## src/rtl/mem_arb_pkg.sv

```systemverilog
// -----------------------------------------------------------------------------
// mem_arb_pkg
// Shared types and constants for the two-master memory arbiter.
//   state_t            : arbiter FSM states (IDLE / REQ / WAIT)
//   MST_IFU / MST_LSU  : master identifiers, also used as the grant index
//   DEF_TIMEOUT_CYCLES : default response timeout (timeout build only)
// -----------------------------------------------------------------------------
package mem_arb_pkg;

  typedef enum logic [1:0] {
    IDLE = 2'd0,
    REQ  = 2'd1,
    WAIT = 2'd2
  } state_t;

  localparam logic MST_IFU = 1'b0;
  localparam logic MST_LSU = 1'b1;

  localparam int DEF_TIMEOUT_CYCLES = 255;

endpackage

```

## src/rtl/mem_arbiter_if.sv

```systemverilog
// -----------------------------------------------------------------------------
// mem_arbiter_if
// Bundles the IFU request/response port, the LSU request/response port and the
// shared downstream memory port.
//   slave  : arbiter view (accepts IFU/LSU requests, drives the memory port)
//   master : environment view (IFU, LSU and memory model)
// -----------------------------------------------------------------------------
interface mem_arbiter_if #(
  parameter int ADDR_W = 32,
  parameter int DATA_W = 32
);
  localparam int MASK_W = DATA_W / 8;

  // IFU
  logic              ifu_req_valid;
  logic              ifu_req_ready;
  logic [ADDR_W-1:0] ifu_addr;
  logic              ifu_rsp_valid;
  logic [DATA_W-1:0] ifu_rdata;
  logic              ifu_rsp_err;

  // LSU
  logic              lsu_req_valid;
  logic              lsu_req_ready;
  logic [ADDR_W-1:0] lsu_addr;
  logic              lsu_wen;
  logic [DATA_W-1:0] lsu_wdata;
  logic [MASK_W-1:0] lsu_wmask;
  logic              lsu_rsp_valid;
  logic [DATA_W-1:0] lsu_rdata;
  logic              lsu_rsp_err;

  // Memory
  logic              mem_req_valid;
  logic              mem_req_ready;
  logic [ADDR_W-1:0] mem_addr;
  logic              mem_wen;
  logic [DATA_W-1:0] mem_wdata;
  logic [MASK_W-1:0] mem_wmask;
  logic              mem_rsp_valid;
  logic [DATA_W-1:0] mem_rdata;

  modport slave (
    input  ifu_req_valid, ifu_addr,
    output ifu_req_ready, ifu_rsp_valid, ifu_rdata, ifu_rsp_err,
    input  lsu_req_valid, lsu_addr, lsu_wen, lsu_wdata, lsu_wmask,
    output lsu_req_ready, lsu_rsp_valid, lsu_rdata, lsu_rsp_err,
    output mem_req_valid, mem_addr, mem_wen, mem_wdata, mem_wmask,
    input  mem_req_ready, mem_rsp_valid, mem_rdata
  );

  modport master (
    output ifu_req_valid, ifu_addr,
    input  ifu_req_ready, ifu_rsp_valid, ifu_rdata, ifu_rsp_err,
    output lsu_req_valid, lsu_addr, lsu_wen, lsu_wdata, lsu_wmask,
    input  lsu_req_ready, lsu_rsp_valid, lsu_rdata, lsu_rsp_err,
    input  mem_req_valid, mem_addr, mem_wen, mem_wdata, mem_wmask,
    output mem_req_ready, mem_rsp_valid, mem_rdata
  );

endinterface

```

## src/rtl/mem_arb_rr.sv

```systemverilog
// -----------------------------------------------------------------------------
// mem_arb_rr
// Combinational 2-way round-robin picker.
//   ifu_valid, lsu_valid : request valids
//   last_grant           : master granted most recently (MST_IFU / MST_LSU)
//   grant                : one-hot, bit 0 = IFU, bit 1 = LSU, 0 when idle
// -----------------------------------------------------------------------------
module mem_arb_rr
  import mem_arb_pkg::*;
(
  input  logic       ifu_valid,
  input  logic       lsu_valid,
  input  logic       last_grant,
  output logic [1:0] grant
);

  always_comb begin
    grant = 2'b00;
    if (ifu_valid && lsu_valid) begin
      // On a tie the master that did not win last time goes first.
      grant = (last_grant == MST_IFU) ? 2'b10 : 2'b01;
    end else if (ifu_valid) begin
      grant = 2'b01;
    end else if (lsu_valid) begin
      grant = 2'b10;
    end
  end

endmodule

```

## src/rtl/mem_arbiter.sv

```systemverilog
// -----------------------------------------------------------------------------
// mem_arbiter
// Two-master (IFU, LSU) to one-slave memory arbiter with a single outstanding
// transaction: accept in IDLE, present downstream in REQ, wait for the
// response in WAIT and route it combinationally to the owner.
//   clk : rising-edge clock
//   rst : asynchronous active-high reset (aborts any transaction silently)
//   bus : mem_arbiter_if.slave (IFU port, LSU port, memory port)
// Build option: define MEM_ARB_TIMEOUT_EN to add a response timeout of
// TIMEOUT_CYCLES cycles (REQ + WAIT), answered with rsp_err=1 and rdata=0.
// Without it the arbiter waits indefinitely and rsp_err is always 0.
// -----------------------------------------------------------------------------
module mem_arbiter
  import mem_arb_pkg::*;
#(
  parameter int ADDR_W         = 32,
  parameter int DATA_W         = 32,
  parameter int TIMEOUT_CYCLES = DEF_TIMEOUT_CYCLES
) (
  input logic          clk,
  input logic          rst,
  mem_arbiter_if.slave bus
);

  localparam int MASK_W = DATA_W / 8;

  state_t            state_q, state_d;
  logic              owner_q;
  logic              last_grant_q;
  logic [ADDR_W-1:0] addr_q;
  logic              wen_q;
  logic [DATA_W-1:0] wdata_q;
  logic [MASK_W-1:0] wmask_q;

  logic [1:0]        grant;
  logic              accept;
  logic              rsp_fire;
  logic              rsp_err;
  logic              expire;
  logic              req_ready_ifu;
  logic              req_ready_lsu;
  logic              req_valid;
  logic [DATA_W-1:0] rsp_rdata;

  mem_arb_rr u_rr (
    .ifu_valid  (bus.ifu_req_valid),
    .lsu_valid  (bus.lsu_req_valid),
    .last_grant (last_grant_q),
    .grant      (grant)
  );

`ifdef MEM_ARB_TIMEOUT_EN
  localparam int CNT_W = $clog2(TIMEOUT_CYCLES + 1);

  // cnt_q counts the REQ/WAIT cycles already completed, so the current cycle
  // is the TIMEOUT_CYCLES-th one when cnt_q reaches TIMEOUT_CYCLES-1. Using >=
  // also covers a handshake that lands exactly on the last counted cycle: the
  // following WAIT cycle then expires instead of the counter wrapping.
  logic [CNT_W-1:0] cnt_q;

  always_ff @(posedge clk or posedge rst) begin
    if (rst) begin
      cnt_q <= '0;
    end else if (accept) begin
      cnt_q <= '0;
    end else if (state_q == REQ || state_q == WAIT) begin
      cnt_q <= cnt_q + CNT_W'(1);
    end
  end

  assign expire = (cnt_q >= CNT_W'(TIMEOUT_CYCLES - 1));
`else
  // TIMEOUT_CYCLES only has meaning in the timeout build.
  logic unused_timeout_cycles;
  assign unused_timeout_cycles = (TIMEOUT_CYCLES == 0);
  assign expire = 1'b0;
`endif

  always_ff @(posedge clk or posedge rst) begin
    if (rst) begin
      state_q <= IDLE;
    end else begin
      state_q <= state_d;
    end
  end

  always_comb begin
    state_d       = state_q;
    req_ready_ifu = 1'b0;
    req_ready_lsu = 1'b0;
    accept        = 1'b0;
    req_valid     = 1'b0;
    rsp_fire      = 1'b0;
    rsp_err       = 1'b0;
    case (state_q)
      IDLE: begin
        // A grant implies the matching valid, so a grant is a handshake.
        req_ready_ifu = grant[0];
        req_ready_lsu = grant[1];
        accept        = |grant;
        if (accept) state_d = REQ;
      end
      REQ: begin
        req_valid = 1'b1;
        if (bus.mem_req_ready) begin
          state_d = WAIT;
        end else if (expire) begin
          rsp_fire = 1'b1;
          rsp_err  = 1'b1;
          state_d  = IDLE;
        end
      end
      WAIT: begin
        // A response arriving on the expiry cycle takes priority.
        if (bus.mem_rsp_valid) begin
          rsp_fire = 1'b1;
          state_d  = IDLE;
        end else if (expire) begin
          rsp_fire = 1'b1;
          rsp_err  = 1'b1;
          state_d  = IDLE;
        end
      end
      default: state_d = IDLE;
    endcase
  end

  // Owner, round-robin history and the request fields are captured on accept.
  // IFU fetches never write, so its write fields are latched as zero.
  always_ff @(posedge clk or posedge rst) begin
    if (rst) begin
      owner_q      <= MST_IFU;
      last_grant_q <= MST_IFU;
      addr_q       <= '0;
      wen_q        <= 1'b0;
      wdata_q      <= '0;
      wmask_q      <= '0;
    end else if (accept) begin
      owner_q      <= grant[1];
      last_grant_q <= grant[1];
      if (grant[1]) begin
        addr_q  <= bus.lsu_addr;
        wen_q   <= bus.lsu_wen;
        wdata_q <= bus.lsu_wdata;
        wmask_q <= bus.lsu_wmask;
      end else begin
        addr_q  <= bus.ifu_addr;
        wen_q   <= 1'b0;
        wdata_q <= '0;
        wmask_q <= '0;
      end
    end
  end

  assign bus.ifu_req_ready = req_ready_ifu;
  assign bus.lsu_req_ready = req_ready_lsu;

  assign bus.mem_req_valid = req_valid;
  assign bus.mem_addr      = addr_q;
  assign bus.mem_wen       = wen_q;
  assign bus.mem_wdata     = wdata_q;
  assign bus.mem_wmask     = wmask_q;

  // Response routing: only the owner sees the pulse; everything else reads 0.
  assign rsp_rdata = rsp_err ? '0 : bus.mem_rdata;

  assign bus.ifu_rsp_valid = rsp_fire && (owner_q == MST_IFU);
  assign bus.ifu_rdata     = bus.ifu_rsp_valid ? rsp_rdata : '0;
  assign bus.ifu_rsp_err   = bus.ifu_rsp_valid && rsp_err;

  assign bus.lsu_rsp_valid = rsp_fire && (owner_q == MST_LSU);
  assign bus.lsu_rdata     = bus.lsu_rsp_valid ? rsp_rdata : '0;
  assign bus.lsu_rsp_err   = bus.lsu_rsp_valid && rsp_err;

endmodule

```

## src/flat_wrapper.sv

```systemverilog
// flat-port wrapper written by rule: the top's interface ports become plain ports
module mem_arbiter_flat import mem_arb_pkg::*;
#(
  parameter int ADDR_W         = 32,
  parameter int DATA_W         = 32,
  parameter int TIMEOUT_CYCLES = DEF_TIMEOUT_CYCLES
)
  (clk, rst, bus_ifu_req_valid, bus_ifu_addr, bus_ifu_req_ready, bus_ifu_rsp_valid, bus_ifu_rdata, bus_ifu_rsp_err, bus_lsu_req_valid, bus_lsu_addr, bus_lsu_wen, bus_lsu_wdata, bus_lsu_wmask, bus_lsu_req_ready, bus_lsu_rsp_valid, bus_lsu_rdata, bus_lsu_rsp_err, bus_mem_req_valid, bus_mem_addr, bus_mem_wen, bus_mem_wdata, bus_mem_wmask, bus_mem_req_ready, bus_mem_rsp_valid, bus_mem_rdata);
  mem_arbiter_if #(.ADDR_W(ADDR_W), .DATA_W(DATA_W)) bus_i ();
  input logic clk;
  input logic rst;
  input wire logic [$bits(bus_i.ifu_req_valid)-1:0] bus_ifu_req_valid;
  input wire logic [$bits(bus_i.ifu_addr)-1:0] bus_ifu_addr;
  output wire logic [$bits(bus_i.ifu_req_ready)-1:0] bus_ifu_req_ready;
  output wire logic [$bits(bus_i.ifu_rsp_valid)-1:0] bus_ifu_rsp_valid;
  output wire logic [$bits(bus_i.ifu_rdata)-1:0] bus_ifu_rdata;
  output wire logic [$bits(bus_i.ifu_rsp_err)-1:0] bus_ifu_rsp_err;
  input wire logic [$bits(bus_i.lsu_req_valid)-1:0] bus_lsu_req_valid;
  input wire logic [$bits(bus_i.lsu_addr)-1:0] bus_lsu_addr;
  input wire logic [$bits(bus_i.lsu_wen)-1:0] bus_lsu_wen;
  input wire logic [$bits(bus_i.lsu_wdata)-1:0] bus_lsu_wdata;
  input wire logic [$bits(bus_i.lsu_wmask)-1:0] bus_lsu_wmask;
  output wire logic [$bits(bus_i.lsu_req_ready)-1:0] bus_lsu_req_ready;
  output wire logic [$bits(bus_i.lsu_rsp_valid)-1:0] bus_lsu_rsp_valid;
  output wire logic [$bits(bus_i.lsu_rdata)-1:0] bus_lsu_rdata;
  output wire logic [$bits(bus_i.lsu_rsp_err)-1:0] bus_lsu_rsp_err;
  output wire logic [$bits(bus_i.mem_req_valid)-1:0] bus_mem_req_valid;
  output wire logic [$bits(bus_i.mem_addr)-1:0] bus_mem_addr;
  output wire logic [$bits(bus_i.mem_wen)-1:0] bus_mem_wen;
  output wire logic [$bits(bus_i.mem_wdata)-1:0] bus_mem_wdata;
  output wire logic [$bits(bus_i.mem_wmask)-1:0] bus_mem_wmask;
  input wire logic [$bits(bus_i.mem_req_ready)-1:0] bus_mem_req_ready;
  input wire logic [$bits(bus_i.mem_rsp_valid)-1:0] bus_mem_rsp_valid;
  input wire logic [$bits(bus_i.mem_rdata)-1:0] bus_mem_rdata;
  assign bus_i.ifu_req_valid = bus_ifu_req_valid;
  assign bus_i.ifu_addr = bus_ifu_addr;
  assign bus_ifu_req_ready = bus_i.ifu_req_ready;
  assign bus_ifu_rsp_valid = bus_i.ifu_rsp_valid;
  assign bus_ifu_rdata = bus_i.ifu_rdata;
  assign bus_ifu_rsp_err = bus_i.ifu_rsp_err;
  assign bus_i.lsu_req_valid = bus_lsu_req_valid;
  assign bus_i.lsu_addr = bus_lsu_addr;
  assign bus_i.lsu_wen = bus_lsu_wen;
  assign bus_i.lsu_wdata = bus_lsu_wdata;
  assign bus_i.lsu_wmask = bus_lsu_wmask;
  assign bus_lsu_req_ready = bus_i.lsu_req_ready;
  assign bus_lsu_rsp_valid = bus_i.lsu_rsp_valid;
  assign bus_lsu_rdata = bus_i.lsu_rdata;
  assign bus_lsu_rsp_err = bus_i.lsu_rsp_err;
  assign bus_mem_req_valid = bus_i.mem_req_valid;
  assign bus_mem_addr = bus_i.mem_addr;
  assign bus_mem_wen = bus_i.mem_wen;
  assign bus_mem_wdata = bus_i.mem_wdata;
  assign bus_mem_wmask = bus_i.mem_wmask;
  assign bus_i.mem_req_ready = bus_mem_req_ready;
  assign bus_i.mem_rsp_valid = bus_mem_rsp_valid;
  assign bus_i.mem_rdata = bus_mem_rdata;
  mem_arbiter #(.ADDR_W(ADDR_W), .DATA_W(DATA_W), .TIMEOUT_CYCLES(TIMEOUT_CYCLES)) u_core (.clk(clk), .rst(rst), .bus(bus_i));
endmodule
```

## config.mk

```make
export PLATFORM = sky130hd
export DESIGN_NAME = mem_arbiter_flat
export DESIGN_NICKNAME = d
export VERILOG_FILES = /design/src/rtl/mem_arb_pkg.sv /design/src/rtl/mem_arbiter_if.sv /design/src/rtl/mem_arb_rr.sv /design/src/rtl/mem_arbiter.sv /design/src/flat_wrapper.sv
export SDC_FILE = /design/constraint.sdc
export NUM_CORES = 1
export LEC_CHECK = 0
export CAP_MARGIN = 20
export CORE_MARGIN = 10
export CORE_UTILIZATION = 36
export DETAILED_ROUTE_END_ITERATION = 7
export GPL_ROUTABILITY_DRIVEN = 0
export PLACE_DENSITY_LB_ADDON = 0.3
export SLEW_MARGIN = 40
export SYNTH_ARGS = -nofsm -noshare
export SYNTH_HDL_FRONTEND = slang
export SYNTH_HIERARCHICAL = 1
export SYNTH_SLANG_ARGS = --single-unit
```

## constraint.sdc

```tcl
create_clock -name clk -period 6.1 [get_ports clk]
set_input_delay 1.83 -clock clk [delete_from_list [all_inputs] [get_ports clk]]
set_output_delay 1.83 -clock clk [all_outputs]
set_load 0.005 [all_outputs]
```

==> impl_metrics.toml <==
[outcome]
status = "complete, no violations"

[worst_setup_path]
worst_ep_arrival_time_ns = 3.70
worst_r2r_startpoint = "u_core/last_grant_q"
worst_ep_required_time_ns = 4.27
critical_path.max_fanout = 20
endpoint_kind = "output port"
crit_top_cell = "clkdlybuf4s50_1"
rrSetupSlack_ns = 3.85
cp_top_family = "buffers and inverters"
max_stage_delay_ns = 0.53
path_cells = "clkdlybuf4s50_1 -> and4b_1 -> buf_12 -> and2_1 -> clkdlybuf4s50_1"
crit_slowest_cell = "clkdlybuf4s50_1"
critical_path_buf_inv_count = 3
worstSetupStartpointType = "input port"
critPathKind = "input port to output port"
setup.worst_path.start = "bus_mem_rsp_valid"

[sta]
finalSetupViolCount = 0
tightest_slew_ns = 0.675
fin_worst_skew_ns = 0.0104
slew_headroom_pct = 54.9
tns_ns = 0
hold_viol = 0
rsz0062_at_grt = "false"
period_share_pct = 90.6
finalMaxSlewViolations = 0
holdWs_ns = 0.507
min_period_ns = 5.53
clock.fmax_mhz = 181

[cells_and_area]
layout_common_cells = "276 x clkdlybuf4s50_1, 72 x dfrtp_1, 65 x and2_1"
ff_latch_area_um2 = 1800
num-fill-cells = 772
stdcell_count = 687
area_delta_synth_final_pct = 86.6
drive_gt1_share_pct = 15.0
final_common_cell = "clkdlybuf4s50_1"
final_area_um2 = 6570
layout.nets = 688
multi_input_area_um2 = 1570
utilization_pct = 68.2
diodes = 0

[hold_path]
hold_path.class = "flop to flop"
min_from = "u_core/bus.mem_addr[29]"

[synth]
syn_area_um2 = 3520
synth-seq-cells = 72
yosys_most_used_dff = "dfrtp_1"
synthCells = 278
avgSynthCellArea_um2 = 12.7
async_flop_share_pct = 100
synth_warnings = 6
synth_edf_count = 0
synthDistinctLibCells = 22
ys_seq_area_share_pct = 51.1

[floorplan]
row_count = 36
io_pins = 279
start_util_pct = 36.6
dieArea_um2 = 14100
core_region_area_um2 = 9640
die_h_um = 119
die-width_um = 119

[clock_network]
post_cts_buffers = 0
numCtsBuffers = 9
clock_path_buffers = 2
root_buffer = "clkbuf_8"
cts.clk_slew.worst_paths_ns = 0.08
worstSkewPairLatency_ns = 0.33
cts.sinks = 72
hold_buffers = 0
cts-htree-levels = 3
cts_resized = 0
cts_tree = "done"

[route]
drt_pass1_iterations = 4
dr_total_vias = 3145
drt_iter0_markers = 129
post_drt_wl_per_cell_um = 19.8
drt_wl_total_um = 13600
ant_nets = 0
vias_per_cell = 4.58
route.detailed.drc = 0

[global_routing]
grt_pass1_wl_um = 20500
grt_overflow = 0
grt_start_max_net_pins = 40
antenna_found_initial = 0
grtUsageTotal_pct = 18.2
grt_pass1_vias = 3403

[place]
placed_cell_area_um2 = 6370
port_buffers = 276
placed_cells = 671
dpl.hpwl_um = 11400

[power]
power_density_nw_per_um2 = 361
p_leak_nw = 2.71
vdd_ir_drop_max_v = 0.000236

[flow_run]
drv_cap = 0
registers in the layout, indices dropped and copies added (netlist names):
| register | count |
|---|---|
| u_core/bus.mem_wmask | 4 |
| u_core/bus.mem_wen | 1 |
| u_core/last_grant_q | 1 |
| u_core/state_q | 2 |
| u_core/bus.mem_addr | 32 |
| u_core/bus.mem_wdata | 32 |
per-layer routing:
| metal | vias to the layer above | share of wire, % | GRT usage [%] |
|---|---|---|---|
| met5 | - | 0 | 0 |
| met4 | 0 | 1.2 | 4.81 |
| met3 | 10 | 7.5 | 6.05 |
| met2 | 146 | 54 | 34.6 |
| met1 | 1473 | 38 | 18.5 |
| li1 | 1516 | - | - |
layout make-up:
cell class / count / area share, %
Timing Repair Buffer: 282 / 42.9
Sequential cell: 72 / 27.4
Multi-Input combinational cell: 180 / 23.8
Tap cell: 133 / 2.53
Clock buffer: 10 / 2.09
Clock inverter: 6 / 1.03
Inverter: 4 / 0.228
synth_stat cells, types with 4 or more instances:
| library cell | number | area, µm² |
|---|---|---|
| dfrtp_1 | 72 | 1800 |
| and2_1 | 65 | 407 |
| mux2_2 | 56 | 631 |
| a22o_1 | 38 | 333 |
| buf_2 | 8 | 40.0 |
| mux2_1 | 8 | 90.1 |
| buf_4 | 6 | 45.0 |
| buf_6 | 5 | 56.3 |
| clkbuf_1 | 4 | 15.0 |
| inv_1 | 4 | 15.0 |
path summary, 6_finish.rpt:
| kind | endpoint | cells past startpoint |
|---|---|---|
| max | bus_lsu_rdata[27] | 5 |
| min | u_core/bus.mem_addr[29] | 1 |
| max reg2reg | u_core/bus.mem_addr[27] | 5 |
| min reg2reg | u_core/bus.mem_addr[29] | 1 |
| max in group asynchronous | u_core/bus.mem_wmask[0] | 3 |
| min in group asynchronous | u_core/bus.mem_addr[23] | 2 |
cells by family (layout without fill, tap and decap cells):
logic type | count (synthesis) | count (layout) | synth area share, %
other | 1 | 2 | 0.106
flip-flops | 72 | 72 | 51.1
AO/OA/AOI/OAI | 43 | 43 | 10.7
AND/OR/NAND/NOR | 71 | 71 | 12.7
multiplexers | 64 | 64 | 20.5
buffers and inverters | 27 | 302 | 4.86
power by group:
part	leakage (nW)	switching [mW]	internal (mW)
sequential	0.889	0.119	0.695
clock	0.0989	0.176	0.201
combinational	1.73	0.416	0.767
stage by stage:
step                total power, mW  worst slack, ns
detailed placement             2.03            0.577
global route                   2.52            0.491
finish                         2.37            0.572
global placement               2.00            0.648
floorplan                      1.32             1.75
CTS                            2.42            0.572
(Power assumes the default switching activity.)
==> edit, RTL diff (config.mk and constraints unchanged) <==
The option `MEM_ARB_TIMEOUT_EN` is turned on by a define.
--- a/src/rtl/mem_arbiter.sv
+++ b/src/rtl/mem_arbiter.sv
@@ -11,4 +11,6 @@
 // Without it the arbiter waits indefinitely and rsp_err is always 0.
 // -----------------------------------------------------------------------------
+`define MEM_ARB_TIMEOUT_EN
+
 module mem_arbiter
   import mem_arb_pkg::*;
Function: same outputs for any inputs over 10 cycles, from zero or initial values and one cycle with rst high; that may be too few to reach the edited logic, so the function may still have changed.
==> edit against the unedited design <==
Final area is 15% higher; worst setup slack worse by 0.27 ns; wire length is 22% higher; sequential cell count is 8 higher; utilization is 5.2 points lower; synthesized cell count is 51% higher; power is 17% higher; sequential power is 15% higher; area after synthesis is 24% higher; clock power is 58% higher; largest cell class unchanged; highest routed layer unchanged.
==> edit: results (changes against the unedited design) <==
sequential element share of the synthesized area=0.458 (-0.0529); top area cells in the synthesized netlist=dfrtp_1, a21oi_2, a22o_1; port bufs=278 (+0.72%); Worst-Skew Late Latency=0.34 ns; layout cells sized above 1=0.128 (-0.0217); Global Route Usage Sum=0.191 (+0.00918); cts bufs inserted=9 (unchanged); Cells after DPL=818 (+22%); clock transition at the registers of the reported paths=0.06 ns (-0.02 ns); peak supply drop=0.000259 V (+10%); FFs w/ async S/R, synth=1.00 (unchanged); root buf cell=clkbuf_16; Main synth FF type=dfrtp_1; non-filler cells, final=834 (+21%); ant diodes=0 (unchanged); via count=4288 (+36%); initial DRC count=179 (+39%); Synth cell types=46 (+110%); H-Tree Depth=3 (unchanged); Lkg Pwr=3.19 nW (+17%); final WL=16700 um (+22%); post-CTS setup buffers=0 (unchanged); Tightest Pin Transition=0.793 ns (+0.118 ns); crit path DAT=3.97 ns (+0.27 ns); Post-Syn Nets=about 570; fill count=1011 (+31%); Post-Syn Area per Cell=10.4 um2 (-18%); clock skew=0.0125 ns (+0.00210 ns); first-pass GRT wire length=25200 um (+23%); post_cts resized=0 (unchanged); largest net degree at the start of global routing=90 (+130%); first-pass detailed-route iteration total=4 (unchanged); Max FO, Critical Path=3 (-85%); vias in the first global route=4531 (+33%); initial antenna violation count=0 (unchanged); drc violations=0 (unchanged); DPL Wire Length=13300 um (+16%); Synth top cells by count=dfrtp_1, nand2_1, a21oi_2; outcome=finished clean; YS warnings=6 (unchanged); Hold Path Class=reg -> reg
[edit: cell count changes in the layout (fill, tap and decap cells not counted), sizes merged, moves of 6 or more]
cell / delta
a21oi: +67
and2: -64
dfrtp: +8
ha: +6
mux2: -64
mux2i: +32
nand2: +71
nor2: +9
o21ai: +34
[edit: worst paths after layout]
| kind | start | to | slack, ns | cells past startpoint |
|---|---|---|---|---|
| setup / recovery | bus_mem_rsp_valid | bus_lsu_rsp_err | 0.30 | 6 |
| hold / removal | u_core/bus.mem_addr[2] | u_core/bus.mem_addr[2] | 0.48 | 2 |
| setup reg to reg | u_core/state_q[1] | u_core/bus.mem_addr[20] | 3.35 | 7 |
| hold reg to reg | u_core/bus.mem_addr[2] | u_core/bus.mem_addr[2] | 0.48 | 2 |
| max in group asynchronous | rst | u_core/bus.mem_addr[13] | 3.28 | 3 |
| min in group asynchronous | rst | u_core/bus.mem_addr[0] | 1.92 | 2 |
[edit: report_power, final]
| part | internal (W) | total, W | switching [W] |
|---|---|---|---|
| clock | 0.000371 | 0.000599 | 0.000228 |
| sequential | 0.000771 | 0.000934 | 0.000163 |
| combinational | 0.000711 | 0.00125 | 0.000539 |
[edit: worst max-delay path: stages]
cell and delay, ns:
clkdlybuf4s50_1 0.52, nor2b_1 0.27, nor2_1 0.11, or4_1 0.50, a21oi_1 0.17, clkdlybuf4s50_1 0.57
[edit: through the flow]
stage	instance area [um2]	power, W	util	setup slack (ns)
global placement	7200	0.00217	0.602	0.343
detailed placement	7200	0.00220	0.602	0.284
floorplan	4370	0.00147	-	1.42
global route	7540	0.00297	0.630	0.180
finish	7540	0.00278	0.630	0.298
CTS	7540	0.00281	0.630	0.280
[edit: layout make-up]
cell class | count | area share
Inverter | 7 | 0.00382
Timing Repair Buffer | 288 | 0.384
Tap cell | 147 | 0.0244
Multi-Input combinational cell | 296 | 0.278
Clock buffer | 10 | 0.0317
Clock inverter | 6 | 0.0123
Sequential cell | 80 | 0.266
[edit: layer usage]
layer / track usage / up-vias / wire [um]
met1: 0.195 / 2043 / 5870
met2: 0.323 / 202 / 7940
met3: 0.110 / 17 / 2600
met5: 0 / - / 0
li1: - / 2026 / -
met4: 0.0582 / 0 / 252
[edit: cell families after synthesis]
group	synth area share
compound gates	0.262
xor+xnor	0.0120
fa+ha+maj	0.0172
buf+inv	0.0676
flops	0.458
mux	0.0734
simple gates	0.109
